### config.mk
export PLATFORM = sky130hd
export DESIGN_NAME = bcd2bin
export DESIGN_NICKNAME = d
export VERILOG_FILES = /design/src/rtl/bcd2bin.sv
export SDC_FILE = /design/constraint.sdc
export NUM_CORES = 1
export LEC_CHECK = 0
export CAP_MARGIN = 0
export CORE_MARGIN = 4
export CORE_UTILIZATION = 57
export CTS_CLUSTER_DIAMETER = 60
export CTS_CLUSTER_SIZE = 20
export DETAILED_ROUTE_END_ITERATION = 12
export HOLD_SLACK_MARGIN = 0.06
export PLACE_DENSITY_LB_ADDON = 0.2
export SYNTH_ARGS = -nofsm -noshare
export SYNTH_HDL_FRONTEND = slang
export SYNTH_SLANG_ARGS = --single-unit
### constraint.sdc
create_clock -name clock -period 2.1 [get_ports clock]
set_input_delay 0.42 -clock clock [delete_from_list [all_inputs] [get_ports clock]]
set_output_delay 0.42 -clock clock [all_outputs]
set_load 0.02 [all_outputs]
### src/rtl/bcd2bin.sv
// bcd2bin: sequential two-digit BCD to binary converter (reverse double-dabble)
// with non-BCD and range error flagging; fixed 8-clock latency.
module bcd2bin #(
    parameter int BIN_WIDTH = 6,
    parameter int MAX_VALUE = 59
) (
    input  logic                 clock,
    input  logic                 reset,
    input  logic                 start,
    input  logic [3:0]           high_bcd,
    input  logic [3:0]           low_bcd,
    output logic [BIN_WIDTH-1:0] binary,
    output logic                 valid,
    output logic                 busy,
    output logic                 error
);
    typedef enum logic [1:0] {IDLE, SHIFT, DONE} state_t;
    localparam logic [6:0] MAX = 7'(MAX_VALUE);
    state_t     state;
    logic [7:0] sr, s, s_fix;
    logic [6:0] acc;
    logic [2:0] cnt;
    logic       bad, err;
    // after each right shift a tens nibble bit entering the units nibble is worth 5, not 8
    always_comb begin
        s     = sr >> 1;
        s_fix = {s[7:4] >= 4'd8 ? s[7:4] - 4'd3 : s[7:4],
                 s[3:0] >= 4'd8 ? s[3:0] - 4'd3 : s[3:0]};
        err   = bad | (acc > MAX);
    end
    always_ff @(posedge clock or posedge reset) begin
        if (reset) begin
            state  <= IDLE;
            sr     <= '0;
            acc    <= '0;
            cnt    <= '0;
            bad    <= 1'b0;
            binary <= '0;
            valid  <= 1'b0;
            busy   <= 1'b0;
            error  <= 1'b0;
        end else begin
            valid <= 1'b0;
            case (state)
                IDLE: if (start) begin
                    sr    <= {high_bcd, low_bcd};
                    acc   <= '0;
                    cnt   <= '0;
                    bad   <= (high_bcd > 4'd9) | (low_bcd > 4'd9);
                    busy  <= 1'b1;
                    state <= SHIFT;
                end
                SHIFT: begin
                    acc   <= {sr[0], acc[6:1]};
                    sr    <= s_fix;
                    cnt   <= cnt + 3'd1;
                    state <= cnt == 3'd6 ? DONE : SHIFT;
                end
                DONE: begin
                    error  <= err;
                    binary <= err ? '0 : acc[BIN_WIDTH-1:0];
                    valid  <= 1'b1;
                    busy   <= 1'b0;
                    state  <= IDLE;
                end
                default: state <= IDLE;
            endcase
        end
    end
endmodule
==> metrics, run 1 <==
Fmax=574 MHz; CTS tree=done; Final Hold Viols=0; Post-synth top cells=dfrtp_1 (30), nand2_1 (23), o21ai_0 (15), a22o_2 (7), nor2_1 (7); launch point of the critical path=busy$_DFFE_PP0P_; Placeable Area=0.00228 sq mm; GR Util All Layers=18.5%; H-tree Lvls=2; Die Footprint=0.00332 sq mm; top cell type's share of synthesized area=53.4%; clock buffer count from CTS=5; Syn Nets=147; CP cell instances=clkdlybuf4s50_1; buffers plus inverters on the worst setup path=1; Syn-to-layout area delta=17.0%; RSZ-0062 raised after global routing=false; Worst-Skew Late Latency=0.33 ns; clock slew at reported path FFs=0.09 ns; CTS max path bufs=2; number of global-route vias before repair=1012; Post-route DRC=0; RR Endpoint=sr[3]$_DFFE_PP0P_; Die Y=57.7 microns; ANT cells=0; Required @ worst endpoint=1.68 ns; most frequent cell after synthesis=dfrtp_1; flop-to-flop setup slack=0.60 ns; Synth async-reset ratio=100%; Pins Over Slew Limit=0; Crit path arrival time=1.32 ns; first-pass GRT wire length=4.57 mm; vias=1019; #FFs+latches synth=30; final WL=2.60 mm; Initial DRT Pass Iterations=4; switch share=36.7%; WP depth=1; RR Startpoint=state[0]$_DFFE_PP0P_; Yosys Warn Count=0; Mapped Avg Cell Area=10.6 sq um; WL per Instance=14.3 microns; minimum clock period=1.74 ns; largest net degree at the start of global routing=31; die width=57.7 microns; I/O Pins=20; worst-path fanout max=2; critical path's slowest cell=clkdlybuf4s50_1; max_slew headroom=71.1%; GR Overflow Total=0; number of synthesized flops with an enable pin=0; Worst path top cell family by delay=buffers and inverters; final net count=168; NetSw=778 uW; final setup TNS=0 ns; Static Leak=0.752 nW; Peak VDD IR=0.821 mV; post-synthesis cell area=0.00141 sq mm; Post CTS Setup Buffer Count=0; R2R depth=3; Worst Hold Class=primary input to asynchronous set/reset pin; post-cts sizing count=0; Setup crit end=busy; synth unique cells=30; Setup violations, final=0; kind of critical path=flip-flop to primary output; Clk network pwr share=17.1%; power per cell area=1290 mW/mm^2; outcome=finished clean; max_cap viols=0; Gate power share=36.3%; sequential area share after synthesis=53.4%; Sequential Power Share=46.7%; main flop type after synthesis=dfrtp_1; initial DRC count=21; top cells by area, synth=dfrtp_1 (53%), nand2_1 (6.1%), o21ai_0 (5.3%); Critical Path Source Type=flip-flop; RePlAce Congestion=0.887; synthesized instance count=132; Clock Skew=0.00773 ns; hold slack=0.449 ns; slew of the pin with the lowest slew margin=0.432 ns; largest area contributor in the netlist=dfrtp_1; crit-path max cell delay=0.62 ns; layout cell share with drive strength beyond 1=14.3%; Critical Path Sink Type=primary output; remaining antenna violation count=0; post-DP HPWL=1.80 mm; std cell rows=17; Final period util=82.9%; port bufs=19; # hold bufs at CTS=0; clk sinks=30; starting density of the core=61.7%; initial antenna violation count=0; Int Power=1.34 mW; number of vias per cell=5.60; utilization after layout=72.2%; CTS root buf=clkbuf_4
## power by group through the flow
stage	clock [mW]	sequential, mW	combinational [mW]
floorplan	0	0.967	0.613
global placement	0	0.985	0.740
detailed placement	0	0.992	0.773
CTS	0.378	0.985	0.778
global route	0.407	1.02	0.865
finish	0.362	0.989	0.768
## area by class of cell
type                       count  area (sq um)
clock buffer                   7          55.1
clock inverter                 1          5.00
fill                         169           632
inverter                       7          26.3
multi-input combinational     89           574
sequential                    30           751
tap                           28          35.0
timing repair buffer          20           198
## through the flow
step	instances	power [mW]	cell area [sq um]	setup slack, ns
after floorplan	132	1.58	1410	0.937
after global placement	174	1.72	1580	0.299
after detailed placement	174	1.76	1580	0.236
after CTS	182	2.14	1640	0.338
after global routing	182	2.29	1640	0.317
final	182	2.12	1640	0.359
## registers in the layout (all words and copies together) (netlist names)
register and flops:
busy 1, valid 1, error 1, sr 8, bad 1, acc 7
binary 6, state 2, cnt 3
## cell usage in the layout, fill, tap and decap left out, drive strengths merged, types with 3 or more instances in the layout
| cell | n |
|---|---|
| a21oi | 5 |
| a22o | 7 |
| a31oi | 3 |
| clkbuf | 7 |
| clkdlybuf4s50 | 19 |
| dfrtp | 30 |
| ha | 4 |
| inv | 7 |
| mux2i | 5 |
| nand2 | 23 |
| nor2 | 7 |
| nor2b | 4 |
| o21ai | 15 |
## worst min path at each step
stage                          startpoint                    end  cells after the start
finish                              reset     acc[1]$_DFFE_PP0P_                      3
global route                        reset     acc[1]$_DFFE_PP0P_                      3
CTS                                 reset  binary[2]$_DFFE_PP0P_                      3
detailed placement  binary[2]$_DFFE_PP0P_  binary[2]$_DFFE_PP0P_                      2
global placement    binary[2]$_DFFE_PP0P_  binary[2]$_DFFE_PP0P_                      2
floorplan               sr[6]$_DFFE_PP0P_      sr[6]$_DFFE_PP0P_                      2
## cell families (layout without fill, tap and decap cells)
family / Yosys count / count (layout) / share of synthesized area (%)
buffers and inverters: 13 / 35 / 5.70
XOR/XNOR: 2 / 2 / 1.25
adder cells (fa/ha/maj): 4 / 4 / 3.56
flip-flops: 30 / 30 / 53.4
AO/OA/AOI/OAI: 36 / 36 / 18.3
multiplexers: 5 / 5 / 3.56
AND/OR/NAND/NOR: 42 / 42 / 14.2
## metal layers
metal	global-route usage [%]	wire, microns	up-vias	part of all wire [%]
met1	23.6	1180	498	46
met5	0	0	-	0
met2	27.7	1200	26	46
met4	11.3	69	0	2.7
met3	5.35	146	7	5.6
li1	-	-	488	-
Note: power is estimated with default switching activity, not from simulation.
==> run 2, diff against run 1 <==
--- a/config.mk
+++ b/config.mk
@@ -7,7 +7,7 @@
 export LEC_CHECK = 0
 export CAP_MARGIN = 0
 export CORE_MARGIN = 4
-export CORE_UTILIZATION = 57
+export CORE_UTILIZATION = 48
 export CTS_CLUSTER_DIAMETER = 60
 export CTS_CLUSTER_SIZE = 20
 export DETAILED_ROUTE_END_ITERATION = 12
==> constraint.sdc (replaced) <==
create_clock -name clock -period 1.4 [get_ports clock]
set_input_delay 0.28 -clock clock [delete_from_list [all_inputs] [get_ports clock]]
set_output_delay 0.28 -clock clock [all_outputs]
set_load 0.02 [all_outputs]
==> metrics, run 2 (synthesis gave the netlist of run 1 again) <==
outcome=finished clean; switch share=35.9% (-0.78 points); largest registers=sr: 8 flops, acc: 7 flops, binary: 6 flops; R2R depth=3 (unchanged); Int Power=2.08 mW (+55%); ANT cells=0 (unchanged); starting density of the core=50.5% (-11 points); crit-path max cell delay=0.39 ns (-0.23 ns); port bufs=19 (unchanged); number of flip-flops in the largest register=8 (unchanged); Worst-Skew Late Latency=0.33 ns (about the same); die width=62.1 microns (+7.7%); Sequential Power Share=44.9% (-1.8 points); RePlAce Congestion=0.747 (-16%); Syn-to-layout area delta=22.0%; std cell rows=19 (+2); NetSw=1.17 mW (+50%); GR Util All Layers=14.9% (-3.6 points); initial DRC count=20 (-4.8%); final setup TNS=0 ns (unchanged); Clock Skew=0.00444 ns (-0.00329 ns); H-tree Lvls=2 (unchanged); Crit path arrival time=1.04 ns (-0.28 ns); Pins Over Slew Limit=0 (unchanged); final net count=175 (+4.2%); Gate power share=38.4% (+2.1 points); Placeable Area=0.00278 sq mm (+22%); max_slew headroom=75.1% (+4.0 points); placed cells=184 (+5.7%); most frequent cells in the layout=dfrtp_1 (30), nand2_1 (23), o21ai_0 (15), clkdlybuf4s50_1 (10), dlygate4sd2_1 (9); Fillers=238 (+41%); buffers plus inverters on the worst setup path=1 (unchanged); worst-path fanout max=2 (unchanged); Fmax=760 MHz; Static Leak=0.828 nW (+10%); Post-route DRC=0 (unchanged); Worst Hold Class=primary input to asynchronous set/reset pin; post-DP HPWL=1.87 mm (+3.7%); remaining antenna violation count=0 (unchanged); number of vias per cell=5.24 (-6.3%); power per cell area=1890 mW/mm^2 (+47%); DP Area=0.00167 sq mm (+5.1%); dpl ws=-0.128 ns (-0.365 ns); Critical Path Source Type=flip-flop; minimum clock period=1.32 ns; critical path's slowest cell=dfrtp_1; final setup margin=0.0847 ns (-0.274 ns); max_cap viols=0 (unchanged); Setup violations, final=0 (unchanged); Clk network pwr share=16.7% (-0.4 points); Initial DRT Pass Iterations=4 (unchanged); Critical Path Sink Type=primary output; RSZ-0062 raised after global routing=false; Post CTS Setup Buffer Count=0 (unchanged); Required @ worst endpoint=1.12 ns (-0.56 ns); CTS max path bufs=2 (unchanged); initial antenna violation count=0 (unchanged); WL per Instance=13.0 microns (-8.7%); Die Footprint=0.00386 sq mm (+16%); largest net degree at the start of global routing=31 (unchanged); Biggest register=sr; final WL=2.50 mm (-3.7%); WP depth=1 (unchanged); layout cell share with drive strength beyond 1=18.0% (+3.7 points); clock slew at reported path FFs=0.09 ns (about the same); # hold bufs at CTS=0 (unchanged); Finished Cell Area=0.00171 sq mm (+4.3%); vias=1007 (-1.2%); Cell Count, Final, Fillers Out=192 (+5.5%); Worst path top cell family by delay=flip-flops; clk sinks=30 (unchanged); Die Y=62.1 microns (+7.7%); kind of critical path=flip-flop to primary output; slew of the pin with the lowest slew margin=0.373 ns (-0.0595 ns); GR Overflow Total=0 (unchanged); Final Hold Viols=0 (unchanged); CTS tree=done; I/O Pins=20 (unchanged); Final period util=94.0%; clock buffer count from CTS=5 (unchanged); number of global-route vias before repair=986 (-2.6%); Peak VDD IR=1.21 mV (+48%); first-pass GRT wire length=4.57 mm (+0.15%); CTS root buf=clkbuf_4; Power Total=3.24 mW (+53%); CP cell instances=dlygate4sd2_1; most common cell after layout, fill and taps aside=dfrtp_1
[run 2: power groups by stage]
stage	logic (mW)	registers (mW)	clock network, mW
2_1_floorplan	0.920	1.45	0
6_report	1.25	1.46	0.542
3_3_place_gp	1.26	1.46	0
4_1_cts	1.27	1.46	0.558
3_5_place_dp	1.30	1.47	0
5_1_grt	1.42	1.51	0.596
[run 2: metrics by stage]
stage	utilization (%)	hold WS, ns
after floorplan	-	0.371
after global placement	59.9	0.459
after detailed placement	59.9	0.467
after CTS	61.6	0.268
after global routing	61.6	0.284
final	61.6	0.269
[run 2: layout make-up]
class | instances | area, sq um | area share [%]
repair buffers | 27 | 264 | 15.4
clock buffers | 7 | 55.1 | 3.21
flip-flops and latches | 30 | 751 | 43.8
well taps | 31 | 38.8 | 2.26
inverters | 7 | 26.3 | 1.53
clock inverters | 1 | 5.00 | 0.292
multi-input cells | 89 | 574 | 33.5
[run 2: worst paths after layout]
| check | from | endpoint | slack, ns |
|---|---|---|---|
| setup reg to reg | state[1]$_DFFE_PP0P_ | sr[1]$_DFFE_PP0P_ | 0.12 |
| setup / recovery | error$_DFFE_PP0P_ | error | 0.08 |
| min in group clock | binary[2]$_DFFE_PP0P_ | binary[2]$_DFFE_PP0P_ | 0.48 |
| hold reg to reg | binary[2]$_DFFE_PP0P_ | binary[2]$_DFFE_PP0P_ | 0.48 |
| max in group asynchronous | reset | valid$_DFF_PP0_ | 0.97 |
| hold / removal | reset | sr[5]$_DFFE_PP0P_ | 0.27 |
[run 2: repair_timing]
action,4_1_cts,5_1_grt
setup endpoints to repair,9,0
endpoints found under the hold margin,0,0
gates resized for setup,9,0
[run 2: routing by layer]
metal | wire [microns] | up-vias | global-route usage (%) | part of all wire (%)
met1 | 1120 | 471 | 18.3 | 45
met3 | 150 | 5 | 5.59 | 6.0
met2 | 1180 | 24 | 23.2 | 47
met5 | 0 | - | 0 | 0
li1 | - | 507 | - | -
met4 | 49 | 0 | 6.50 | 2.0
==> run 3, diff against run 2 <==
--- a/config.mk
+++ b/config.mk
@@ -13,6 +13,7 @@
 export DETAILED_ROUTE_END_ITERATION = 12
 export HOLD_SLACK_MARGIN = 0.06
 export PLACE_DENSITY_LB_ADDON = 0.2
+export SLEW_MARGIN = 30
 export SYNTH_ARGS = -nofsm -noshare
 export SYNTH_HDL_FRONTEND = slang
 export SYNTH_SLANG_ARGS = --single-unit
==> results of run 3 <==
Final layout, timing and power as in run 2 (identical DEF).
